File: src/rtl/m_adder_pipe.sv
// m_adder_pipe: pipelined WIDTH-bit adder/subtractor with valid/ready on both sides.
//
// The operands are split into STAGES slices of SW = WIDTH/STAGES bits. Stage k adds
// slice k and registers the carry into stage k+1. The not-yet-added upper operand bits
// and the already-finished low result bits travel forward with the transaction, so
// every combinational path holds at most one SW-bit add.
//
// Parameters: WIDTH (operand width), STAGES (pipeline depth, divides WIDTH).
// Optional feature macro: ADDER_PIPE_OVF_EN adds the o_ovf_1 signed-overflow output.
//
// Ports:
//   i_clk_1, i_rst_n_1        clock (rising edge), async active-low reset
//   i_valid_1 / o_ready_1     input handshake (o_ready_1 does not depend on i_valid_1)
//   i_sub_1, i_cIn_1          0: A+B+cin, 1: A-B-cin (cin acts as borrow-in)
//   i_adderOperand1_W/2_W     operands A and B
//   o_valid_1 / i_ready_1     output handshake
//   o_adderResult_W, o_cOut_1 result and carry-out (for subtract 1 = no borrow)
//   o_ovf_1                   signed overflow (ADDER_PIPE_OVF_EN only)
module m_adder_pipe #(
  parameter int WIDTH  = 32,
  parameter int STAGES = 4
) (
  input  logic             i_clk_1,
  input  logic             i_rst_n_1,
  input  logic             i_valid_1,
  output logic             o_ready_1,
  input  logic             i_sub_1,
  input  logic             i_cIn_1,
  input  logic [WIDTH-1:0] i_adderOperand1_W,
  input  logic [WIDTH-1:0] i_adderOperand2_W,
  output logic             o_valid_1,
  input  logic             i_ready_1,
  output logic [WIDTH-1:0] o_adderResult_W,
  output logic             o_cOut_1
`ifdef ADDER_PIPE_OVF_EN
  ,
  output logic             o_ovf_1
`endif
);

  if (STAGES < 1 || STAGES > WIDTH || (WIDTH % STAGES) != 0) begin : g_bad_cfg
    $error("m_adder_pipe: STAGES must be in 1..WIDTH and divide WIDTH");
  end

  localparam int SW = WIDTH / STAGES;

  logic             adv;
  logic [WIDTH-1:0] b_eff;
  logic             cin_eff;

  // Whole pipe moves together; a stalled output freezes every stage, bubbles included.
  assign adv       = !o_valid_1 || i_ready_1;
  assign o_ready_1 = adv;

  // Subtract as A + ~B + 1; an active borrow-in removes the +1.
  assign b_eff   = i_sub_1 ? ~i_adderOperand2_W : i_adderOperand2_W;
  assign cin_eff = i_sub_1 ? !i_cIn_1 : i_cIn_1;

  genvar k;
  for (k = 0; k < STAGES; k++) begin : g_st
    localparam int RW = (k + 1) * SW;   // result bits finished after this stage
    localparam int AW = WIDTH - RW;     // operand bits still to be added

    logic          v_in;
    logic          c_in;
    logic [SW-1:0] a_s;
    logic [SW-1:0] b_s;
    logic [SW:0]   sum_d;
    logic [RW-1:0] r_d;
    logic          v_q;
    logic          c_q;
    logic [RW-1:0] r_q;

    if (k == 0) begin : g_head
      assign v_in = i_valid_1;
      assign c_in = cin_eff;
      assign a_s  = i_adderOperand1_W[SW-1:0];
      assign b_s  = b_eff[SW-1:0];
      assign r_d  = sum_d[SW-1:0];
    end else begin : g_body
      assign v_in = g_st[k-1].v_q;
      assign c_in = g_st[k-1].c_q;
      assign a_s  = g_st[k-1].g_fwd.a_q[SW-1:0];
      assign b_s  = g_st[k-1].g_fwd.b_q[SW-1:0];
      assign r_d  = {sum_d[SW-1:0], g_st[k-1].r_q};
    end

    assign sum_d = {1'b0, a_s} + {1'b0, b_s} + {{SW{1'b0}}, c_in};

    always_ff @(posedge i_clk_1 or negedge i_rst_n_1) begin
      if (!i_rst_n_1) begin
        v_q <= 1'b0;
        c_q <= 1'b0;
        r_q <= '0;
      end else if (adv) begin
        v_q <= v_in;
        c_q <= sum_d[SW];
        r_q <= r_d;
      end
    end

    // Upper operand bits ride along until their slice is reached; the last stage needs none.
    if (k < STAGES - 1) begin : g_fwd
      logic [AW-1:0] a_d;
      logic [AW-1:0] b_d;
      logic [AW-1:0] a_q;
      logic [AW-1:0] b_q;

      if (k == 0) begin : g_src_in
        assign a_d = i_adderOperand1_W[WIDTH-1:SW];
        assign b_d = b_eff[WIDTH-1:SW];
      end else begin : g_src_prev
        assign a_d = g_st[k-1].g_fwd.a_q[WIDTH-k*SW-1:SW];
        assign b_d = g_st[k-1].g_fwd.b_q[WIDTH-k*SW-1:SW];
      end

      always_ff @(posedge i_clk_1 or negedge i_rst_n_1) begin
        if (!i_rst_n_1) begin
          a_q <= '0;
          b_q <= '0;
        end else if (adv) begin
          a_q <= a_d;
          b_q <= b_d;
        end
      end
    end

`ifdef ADDER_PIPE_OVF_EN
    // Operand sign bits are carried to the end, where the result MSB becomes known.
    logic sa_d;
    logic sb_d;
    logic sa_q;
    logic sb_q;

    if (k == 0) begin : g_sgn_in
      assign sa_d = i_adderOperand1_W[WIDTH-1];
      assign sb_d = b_eff[WIDTH-1];
    end else begin : g_sgn_prev
      assign sa_d = g_st[k-1].sa_q;
      assign sb_d = g_st[k-1].sb_q;
    end

    always_ff @(posedge i_clk_1 or negedge i_rst_n_1) begin
      if (!i_rst_n_1) begin
        sa_q <= 1'b0;
        sb_q <= 1'b0;
      end else if (adv) begin
        sa_q <= sa_d;
        sb_q <= sb_d;
      end
    end
`endif
  end

  assign o_valid_1       = g_st[STAGES-1].v_q;
  assign o_adderResult_W = g_st[STAGES-1].r_q;
  assign o_cOut_1        = g_st[STAGES-1].c_q;

`ifdef ADDER_PIPE_OVF_EN
  assign o_ovf_1 = (g_st[STAGES-1].sa_q == g_st[STAGES-1].sb_q) &&
                   (g_st[STAGES-1].r_q[WIDTH-1] != g_st[STAGES-1].sa_q);
`endif

endmodule

File: config.mk
export PLATFORM = sky130hd
export DESIGN_NAME = m_adder_pipe
export DESIGN_NICKNAME = d
export VERILOG_FILES = /design/src/rtl/m_adder_pipe.sv
export SDC_FILE = /design/constraint.sdc
export NUM_CORES = 1
export LEC_CHECK = 0
export ABC_AREA = 1
export CAP_MARGIN = 30
export CORE_UTILIZATION = 31
export DETAILED_ROUTE_END_ITERATION = 6
export PLACE_DENSITY = 0.62
export SYNTH_ARGS = -nofsm -noshare
export SYNTH_HDL_FRONTEND = slang
export SYNTH_SLANG_ARGS = --single-unit
File: constraint.sdc
create_clock -name i_clk_1 -period 2.6 [get_ports i_clk_1]
set_clock_uncertainty 0.2 [all_clocks]
set_input_delay 0.26 -clock i_clk_1 [delete_from_list [all_inputs] [get_ports i_clk_1]]
set_output_delay 0.26 -clock i_clk_1 [all_outputs]
set_load 0.02 [all_outputs]
==> impl_metrics.tcl, run 1 <==
set metrics [dict create \
    drt_first_pass_iters 4 \
    cap_violations 0 \
    netlist_top_cells_count "474 x nand2_1, 184 x dfrtp_1, 60 x o21ai_0" \
    whs_ps 83.8 \
    hold_path.class "input pin to asynchronous set/reset pin" \
    ys.flop_type "dfrtp_1" \
    htree_levels 4 \
    die_area_um2 28100 \
    core_area_um2 27000 \
    synth_top_area_share_pct 54.1 \
    critPathRequiredTime_ps 2710 \
    ant_nets 0 \
    crit_start "g_st[0].c_q$_DFFE_PN0P_" \
    ys_seq_area_share_pct 54.1 \
    pin_count 105 \
    grt_pass1_wl_mm 29.6 \
    fin_crit_ps 2130 \
    antenna_found_initial 3 \
    cts_buffers 17 \
    io_buffer_count 104 \
    gp_congestion 0.791 \
    finalHoldViolCount 0 \
    synth.avg_cell_area_um2 8.64 \
    ys_types 24 \
    status "finished clean" \
    cp-start-kind "flop" \
    initial_core_util_pct 31.6 \
    ir_drop_uv 401 \
    rsz0062_at_grt "false" \
    yosys-top-cells-area "dfrtp_1 54%, nand2_1 21%, ha_1 4.1%" \
    fin_setup_tns_ps 0 \
    yosysWarningCount 0 \
    wl_per_cell_um 12.0 \
    die_x_um 168 \
    r2r_start "g_st[0].c_q$_DFFE_PN0P_" \
    drive_above_1_share_pct 4.68 \
    fin_nets 1182 \
    leakage_nw 5.18 \
    cts.path.max_buffers 2 \
    slew_headroom_pct 67.2 \
    ys_ff_latch 184 \
    end_kind "flop" \
    synth_area_um2 8500 \
    rows 60 \
    yosys.area.top_type "dfrtp_1" \
    drv_slew 0 \
    vias_per_cell 4.29 \
    power.density_nw_per_um2 1160 \
    grt_pass1_vias 6048 \
    max_freq_ghz 0.469 \
    vias 6153 \
    tightestPinTransition_ps 493 \
    drt_iter0_drc 396 \
    die_h_um 168 \
    grt_util_all_layers_pct 13.2 \
    routed_wl_mm 17.2 \
    globalRouteOverflowTotal 0 \
    crit_type "flop to flop" \
    cp.arrival_ps 2250 \
    setup_ws_ps 467 \
    syn_nets 1090 \
    place_hpwl_mm 11.5 \
    path_max_fanout 2 \
    path_clk_slew_ps 80 \
    synthCells 984 \
    setup_viol 0 \
    area_growth_syn_to_layout_pct 22.7 \
    root_buffer "clkbuf_16" \
    ys_async_sr_fraction_pct 100 \
    drc 0 \
    clkLatencyLatePin_ps 430 \
    clock_sinks 184 \
    cts_repair_resize_count 0 \
    cts_tree "yes" \
    synth_edf_count 0 \
    finalCritPeriodShare_pct 82.0 \
    fill_cells 2758 \
    grt_start_max_net_pins 118 \
    place_ws_ps 144 \
    synth_most_common_cell "nand2_1" \
]
==> cell families after synthesis <==
kind of cell / Yosys count / share of synthesized area [%]
simple gates: 538 / 24.9
flops: 184 / 54.1
buf+inv: 98 / 5.64
compound gates: 90 / 5.43
xor+xnor: 38 / 3.91
fa+ha+maj: 36 / 6.00
==> area by class of cell <==
cell class                      count  area [µm²]  share of cell area [%]
Inverter                           54         205                    1.97
Tap cell                          341         427                    4.09
Clock inverter                     14         133                    1.27
Sequential cell                   184        4600                    44.1
Timing Repair Buffer              117        1200                    11.5
Clock buffer                       18         439                    4.21
Multi-Input combinational cell    702        3420                    32.8
Antenna cell                        3        7.51                  0.0719
==> critical path: stages, from the launching register on <==
cell	delay, ps
dfrtp_1	410
fa_1	480
fa_1	400
nand2_1	100
nand2_1	80
nand3b_1	120
nand3b_1	80
nand3_1	80
nand2_1	50
==> layer usage <==
layer	routed length, µm	track usage (%)
met1	9070	18.9
met2	7330	19.3
met3	569	2.93
met4	228	4.79
met5	0	0
==> metrics by stage <==
stage          instances  area (µm²)  power [mW]  utilization (%)
6_report            1433       10400        12.1             38.7
2_1_floorplan        984        8500        8.16                -
5_1_grt             1430       10400        13.2             38.7
3_5_place_dp        1397        9850        9.72             36.5
3_3_place_gp        1397        9850        9.59             36.5
4_1_cts             1430       10400        12.3             38.7
==> flip-flops by register name (all words and copies together), names as in the netlist <==
name,flops
g_st.g_fwd.a_q,48
g_st.g_fwd.b_q,48
g_st.r_q,48
o_adderResult_W,32
g_st.c_q,3
g_st.v_q,3
o_cOut_1,1
o_valid_1,1
==> worst paths after layout <==
check,depth (start not counted),endpoint,slack (ps)
max in group asynchronous,3,g_st[0].g_fwd.a_q[11]$_DFFE_PN0P_,1360
worst max-delay path,8,g_st[1].r_q[14]$_DFFE_PN0P_,470
worst min-delay path,2,o_adderResult_W[31]$_DFFE_PN0P_,80
min in group i_clk_1,3,g_st[0].g_fwd.a_q[23]$_DFFE_PN0P_,170
worst min register to register,2,o_valid_1$_DFFE_PN0P_,260
worst max register to register,8,g_st[1].r_q[14]$_DFFE_PN0P_,470
==> placed cells by master (no fill, tap or decap), types with 15 or more instances in the layout <==
master           count
nand2_1            474
dfrtp_1            184
a21oi_1             15
ha_1                28
o21ai_0             60
inv_1               53
clkdlybuf4s50_1    102
nand3_1             23
clkbuf_16           17
xnor2_1             27
nor2_1              22
==> report_power, final <==
group | total (mW) | switching (mW) | internal, mW
sequential | 4.82 | 0.685 | 4.14
combinational | 4.77 | 2.78 | 1.99
clock | 2.50 | 1.21 | 1.29
==> timing repair <==
item                      4_1_cts  5_1_grt
setup buffers                   0        0
hold endpoints to repair      184        0
hold buffers                    1        0
Note: power is estimated with default switching activity, not from simulation.
==> run 2: changes to the inputs <==
- clock period: 2.6 -> 2 ns (I/O delays scaled with it)
==> impl_metrics.tcl, run 2 (same netlist as run 1, synthesis figures left out) <==
set metrics [dict create \
    grt_pass1_wl_mm 29.6 \
    area_growth_syn_to_layout_pct 24.5 \
    vias_per_cell 4.38 \
    finalPower_mw 16.0 \
    ant_nets 0 \
    worstRegToRegCells 9 \
    cap_violations 0 \
    drt_iter0_drc 421 \
    drv_slew 0 \
    antenna_found_initial 2 \
    setup_viol 2 \
    place_ws_ps -374 \
    power.density_nw_per_um2 1510 \
    cts.path.max_buffers 2 \
    fin_setup_tns_ps -4.35 \
    rsz0062_at_grt "true" \
    clock_sinks 184 \
    root_buffer "clkbuf_16" \
    path_buf_inv 0 \
    grt_pass1_vias 6128 \
    rows 60 \
    violations "setup timing" \
    wl_per_cell_um 12.2 \
    grt_start_max_net_pins 95 \
    r2r_start "g_st[1].g_fwd.a_q[0]$_DFFE_PN0P_" \
    finalHoldViolCount 0 \
    final_common_cell "nand2_1" \
    crit_cells 9 \
    place_hpwl_mm 11.9 \
    postLayoutCoreUtil_pct 39.3 \
    grt_util_all_layers_pct 13.1 \
    end_kind "flop" \
    largestRegisters "g_st.g_fwd.a_q x48, g_st.g_fwd.b_q x48, g_st.r_q x48" \
    crit_family "adder cells" \
    path_max_fanout 2 \
    slew_headroom_pct 68.4 \
    mostFrequentLayoutCells "467 x nand2_1, 184 x dfrtp_1, 99 x clkdlybuf4s50_1" \
    gp_congestion 0.763 \
    routed_wl_mm 17.6 \
    die_x_um 168 \
    max_freq_ghz 0.499 \
    cp_slowest_cell "fa_2" \
    whs_ps 85.4 \
    core_area_um2 27000 \
    status "complete, but fails checks" \
    crit_top_cell "nand2_1" \
    reg2reg_setup_slack_ps -4 \
    globalRouteOverflowTotal 0 \
    leakage_nw 5.26 \
    hold_path.class "input pin to asynchronous set/reset pin" \
    finalCritPeriodShare_pct 100 \
    drc 0 \
    max_stage_delay_ps 430 \
    cp-start-kind "flop" \
    drt_first_pass_iters 6 \
    path_clk_slew_ps 70 \
    pin_count 105 \
    vias 6315 \
    setup_ws_ps -3.83 \
    cts_buffers 17 \
    clkLatencyLatePin_ps 430 \
    r2r-end "g_st[2].r_q[22]$_DFFE_PN0P_" \
    tightestPinTransition_ps 473 \
    io_buffer_count 104 \
    die_h_um 168 \
    cts_tree "yes" \
    fin_nets 1193 \
    crit_type "flop to flop" \
    fin_crit_ps 2000 \
    ir_drop_uv 648 \
    initial_core_util_pct 31.6 \
    htree_levels 4 \
    die_area_um2 28100 \
    drive_above_1_share_pct 7.10 \
    path_cells "fa_2 -> fa_2 -> nand2_2 -> nand2_2 -> nand3b_1 -> nand2_1 -> nand2_1 -> nand3_1 -> nand2_1" \
    cp.arrival_ps 2170 \
    fill_cells 2746 \
    critPathRequiredTime_ps 2170 \
]
run 2: layer usage:
metal	part of all wire, %	vias up	routed length (µm)	global-route usage (%)
li1	-	3260	-	-
met5	0.057	-	10	0
met1	52	2938	9090	18.3
met2	43	95	7600	19.8
met4	1.5	2	272	5.11
met3	3.5	20	621	3.00
run 2: metrics by stage:
step	area, µm²	std cells
final	10600	1441
after global routing	10600	1440
after CTS	10500	1437
after detailed placement	9950	1403
after global placement	9950	1403
after floorplan	8540	984
run 2: final cells by class:
class	instances	area, µm²	share of cell area, %
antenna	1	2.50	0.0236
clock buffer	17	425	4.02
clock inverter	14	126	1.19
inverter	54	205	1.94
multi-input combinational	702	3470	32.8
sequential	184	4600	43.5
tap	341	427	4.03
timing repair buffer	128	1330	12.5
run 2: power by group:
part | internal [mW] | switching [mW]
clock network | 1.64 | 1.57
logic | 2.75 | 3.71
registers | 5.38 | 0.918
total | 9.77 | 6.19
run 2: worst max-delay path by stage:
stage,startpoint,end,slack (ps)
6_report,g_st[1].g_fwd.a_q[0]$_DFFE_PN0P_,g_st[2].r_q[22]$_DFFE_PN0P_,-4
5_1_grt,g_st[1].g_fwd.a_q[0]$_DFFE_PN0P_,g_st[2].r_q[22]$_DFFE_PN0P_,-120
4_1_cts,g_st[1].g_fwd.b_q[0]$_DFFE_PN0P_,g_st[2].r_q[22]$_DFFE_PN0P_,4
3_5_place_dp,i_cIn_1,g_st[0].r_q[6]$_DFFE_PN0P_,-370
3_3_place_gp,i_cIn_1,g_st[0].r_q[6]$_DFFE_PN0P_,-360
2_1_floorplan,i_sub_1,g_st[0].r_q[6]$_DFFE_PN0P_,4
run 2: repair_timing:
| item | CTS | global route |
|---|---|---|
| endpoints found under the setup margin | 10 | 11 |
| buffers inserted | 2 | 3 |
| resized for setup | 8 | 10 |
| hold buffers | 1 | 0 |
| gates cloned | 0 | 0 |
| pin swaps | 5 | 13 |
| hold endpoints to repair | 184 | 0 |
==> run 3: changes to the inputs <==
- PLACE_DENSITY: 0.62 -> unset
==> impl_metrics.tcl, run 3 (same netlist as run 1, synthesis figures left out) <==
set metrics [dict create \
    status "finished clean" \
    antenna_found_initial 0 \
    drv_slew 0 \
    cp-start-kind "flop" \
    drc 0 \
    grt_pass1_wl_mm 30.0 \
    rows 60 \
    setup_ws_ps 15.2 \
    ir_drop_uv 654 \
    htree_levels 4 \
    tightestPinTransition_ps 389 \
    cts.path.max_buffers 2 \
    switchingPower_mw 6.11 \
    wl_per_cell_um 12.1 \
    mostFrequentLayoutCells "466 x nand2_1, 184 x dfrtp_1, 99 x clkdlybuf4s50_1" \
    fin_nets 1197 \
    p_int_mw 10.0 \
    final_common_cell "nand2_1" \
    fin_setup_tns_ps 0 \
    ant_nets 0 \
    diodes 0 \
    drt_iter0_drc 371 \
    setup_viol 0 \
    cap_violations 0 \
    root_buffer "clkbuf_16" \
    pin_count 105 \
    die_x_um 168 \
    initial_core_util_pct 31.6 \
    die_h_um 168 \
    vias 6271 \
    dp.cells 1406 \
    worstRegToRegCells 8 \
    globalRouteOverflowTotal 0 \
    fill_cells 2689 \
    leakage_nw 5.28 \
    register_area_um2 4600 \
    place_hpwl_mm 11.9 \
    cp.arrival_ps 2090 \
    routed_wl_mm 17.5 \
    finalCritPeriodShare_pct 99.2 \
    vias_per_cell 4.34 \
    p_comb_share_pct 40.6 \
    die_area_um2 28100 \
    use_met3_pct 3.17 \
    path_max_fanout 2 \
    final_cells 1445 \
    io_buffer_count 104 \
    clkLatencyLatePin_ps 430 \
    met2_usage_pct 20.3 \
    power_frac_clock_pct 20.4 \
    fin_crit_ps 1980 \
    max_freq_ghz 0.504 \
    cts_buffers 17 \
    slew_headroom_pct 74.0 \
    grt-busiest-layer "met2" \
    hold_path.class "input pin to asynchronous set/reset pin" \
    grt_start_max_net_pins 63 \
    grtUsageMet1_pct 18.9 \
    grt_util_all_layers_pct 13.4 \
    critPathRequiredTime_ps 2100 \
    reg2reg_setup_slack_ps 20 \
    largestRegisters "g_st.g_fwd.a_q x48, g_st.g_fwd.b_q x48, g_st.r_q x48" \
    multi_input_area_um2 3490 \
    area_growth_syn_to_layout_pct 25.4 \
    drt_first_pass_iters 6 \
    finalHoldViolCount 0 \
    place_ws_ps -379 \
    end_kind "flop" \
    power.density_nw_per_um2 1520 \
    finalPower_mw 16.2 \
    core_area_um2 27000 \
    path_clk_slew_ps 70 \
    rsz0062_at_grt "true" \
    cts_tree "yes" \
    switching_share_pct 37.8 \
    drive_above_1_share_pct 7.43 \
    seq_power_share_pct 38.9 \
    clock_sinks 184 \
    crit_type "flop to flop" \
    gp_congestion 0.790 \
    grt_pass1_vias 6107 \
]
## run 3: cell types whose count changed in the layout (fill, tap and decap cells not counted), sizes merged
| cell | before | now |
|---|---|---|
| inv | 63 | 56 |
| clkbuf | 18 | 23 |
| buf | 24 | 28 |
| clkinvlp | 0 | 4 |
| clkinv | 5 | 2 |
| bufinv | 0 | 2 |
| diode | 1 | 0 |
## run 3: critical path: stages (launching register included)
cell	delay, ps
dfrtp_1	400
fa_2	430
fa_2	390
nand2_2	80
nand2_2	60
nand3b_1	100
nand2_1	70
nand2_1	70
a21oi_1	60
## run 3: metrics by stage
step	area [µm²]	utilization [%]	hold slack (ps)
2_1_floorplan	8540	-	-296
3_3_place_gp	9990	37.1	-36.0
3_5_place_dp	9990	37.1	-33.2
4_1_cts	10600	39.3	58.3
5_1_grt	10700	39.5	98.8
6_report	10700	39.5	50.3
## run 3: layer usage
metal	wire, µm	share of wire [%]
met1	9330	53
met2	7500	43
met3	528	3.0
met4	189	1.1
met5	0	0
## run 3: worst paths after layout
path	startpoint	to
worst max-delay path	g_st[0].g_fwd.a_q[0]$_DFFE_PN0P_	g_st[1].c_q$_DFFE_PN0P_
worst min-delay path	i_rst_n_1	g_st[0].g_fwd.a_q[19]$_DFFE_PN0P_
worst max register to register	g_st[0].g_fwd.a_q[0]$_DFFE_PN0P_	g_st[1].c_q$_DFFE_PN0P_
worst min register to register	g_st[2].v_q$_DFFE_PN0P_	o_valid_1$_DFFE_PN0P_
max in group asynchronous	i_rst_n_1	o_adderResult_W[2]$_DFFE_PN0P_
min in group i_clk_1	i_adderOperand1_W[31]	g_st[0].g_fwd.a_q[23]$_DFFE_PN0P_
## run 3: power groups by stage
stage	Combinational, mW	Clock [mW]	Sequential (mW)
3_5_place_dp	6.44	0	6.37
6_report	6.57	3.30	6.29
2_1_floorplan	4.05	0	6.56
4_1_cts	6.54	3.42	6.32
5_1_grt	7.54	3.55	6.52
3_3_place_gp	6.32	0	6.33
## run 3: timing repair
action	4_1_cts	5_1_grt
resized for setup	7	15
setup buffers	3	3
hold buffers	1	0
endpoints found under the hold margin	184	0
cloned	0	0
setup endpoints to repair	10	12
pin swaps	3	10
## run 3: area by class of cell
cell class | instances | share of cell area [%]
Tap cell | 341 | 4.00
Clock buffer | 22 | 4.17
Inverter | 54 | 1.93
Sequential cell | 184 | 43.2
Clock inverter | 10 | 1.14
Multi-Input combinational cell | 702 | 32.7
Timing Repair Buffer | 132 | 12.8
==> patch: new RTL, flow settings as in run 3 <==
Change the parameter `STAGES` from 4 to 2.
--- a/src/rtl/m_adder_pipe.sv
+++ b/src/rtl/m_adder_pipe.sv
@@ -18,7 +18,7 @@
 //   o_ovf_1                   signed overflow (ADDER_PIPE_OVF_EN only)
 module m_adder_pipe #(
   parameter int WIDTH  = 32,
-  parameter int STAGES = 4
+  parameter int STAGES = 2
 ) (
   input  logic             i_clk_1,
   input  logic             i_rst_n_1,
Function: changed (Yosys sat finds a counterexample within 4 cycles, from zero or initial values and one cycle with i_rst_n_1 low).
==> patch against run 3 <==
The flow now finishes with violations (negative setup slack). Routed wire length is 28% lower. Fmax is 9.7% lower. Sequential cell count is 100 lower. Setup slack worse by 210 ps. Global-route usage is 1.8 points higher. Synthesized area is 37% lower. Final area is 32% lower. First-iteration DRC count is 28% lower. Final cell count is 25% lower. Total power is 55% lower. Hold slack better by 91 ps. Largest cell class is now multi-input gates.
==> patch: results (changes against run 3) <==
Global route
  – Gr usage total: 15.2% (was 13.4%)
  – M2 GR Usage: 27.1% (was 20.3%)
  – Vias in the first global route: 4,527 (was 6,107)
  – Largest net degree at the start of global routing: 104 (was 63)
  – First-pass GRT wire length: 21,400 um (was 30,000 um)

STA
  – Slew HR: 70.6% (was 74.0%)
  – Setup ws final: -199 ps (was 15.2 ps)
  – Fin Hold WS: 141 ps (was 50.3 ps)
  – Final setup violation count: 7 (was 0)

Routing
  – M1 WL: 5640 um (was 9330 um)
  – DR vias/cell: 4.37 (was 4.34)
  – Routed wl met2: 6450 um (was 7500 um)
  – Routed wire length on met3: 336 um (was 528 um)
  – Drt first pass iters: 4 (was 6)
  – Drt wl/cell: 11.7 um (was 12.1 um)

Clock tree
  – # Post-CTS Setup Buffers: 0 (was 3)
  – PostCTS Resize Cnt: 11 (was 7)
  – Depth of the CTS H-tree: 3 (was 4)
  – Worst-skew pair later-pin latency: 340 ps (was 430 ps)
  – CTS buffer count: 9 (was 17)

Worst setup path
  – Critical path peak fanout: 4 (was 2)
  – Worst EP arrival: 2230 ps (was 2090 ps)
  – RR Endpoint: o_adderResult_W[22] (was g_st[1].c_q)
  – R2R depth: 9 (was 8)

Synthesis
  – Post-synth top cells: nand2_1, dfrtp_1, inv_1, nand3_1, ha_1 (was nand2_1, dfrtp_1, o21ai_0, inv_1, ha_1)
  – Post-Syn Nets: 833 (was 1,090)

Final layout
  – Final Net Count: 958 (was 1,197)

Status
  – Status: finished with violations (was completed)
  – Failing checks: negative setup slack

Placement
  – Placed instance area: 6790 um2 (was 9990 um2)
  – Dpl hpwl: 9460 um (was 11,900 um)

Power
  – Seq power: 2.44 mW (was 6.29 mW)
  – Clock share of power: 23.4% (was 20.4%)
[patch: cells by family after synthesis]
family	share of synthesized area, %
simple gates	32.3
buf+inv	8.00
flops	39.5
compound gates	5.30
xor+xnor	6.26
fa+ha+maj	8.57
[patch: final cells by class]
class	instances	area (um2)
Clock buffer	12	256
Clock inverter	4	47.5
Fill cell	1724	9370
Inverter	84	315
Multi-Input combinational cell	539	2950
Sequential cell	84	2100
Tap cell	220	275
Timing Repair Buffer	136	1320
[patch: stage by stage]
step                util (%)  power [mW]  setup TNS (ps)  cells  setup slack (ps)
finish                  43.7        7.21           -1030   1079              -199
global route            43.7        7.75           -1580   1079              -280
floorplan                  -        4.23            -193    729             -51.4
global placement        40.8        5.39           -5010   1056              -376
CTS                     42.9        7.20            -931   1073              -187
detailed placement      40.8        5.44           -5340   1056              -387
[patch: critical path: cells and delay by family, from the launching register on]
family                   cells  cell delay [ps]
adder cells (fa/ha/maj)      2              800
flip-flops                   1              400
AND/OR/NAND/NOR              7              700
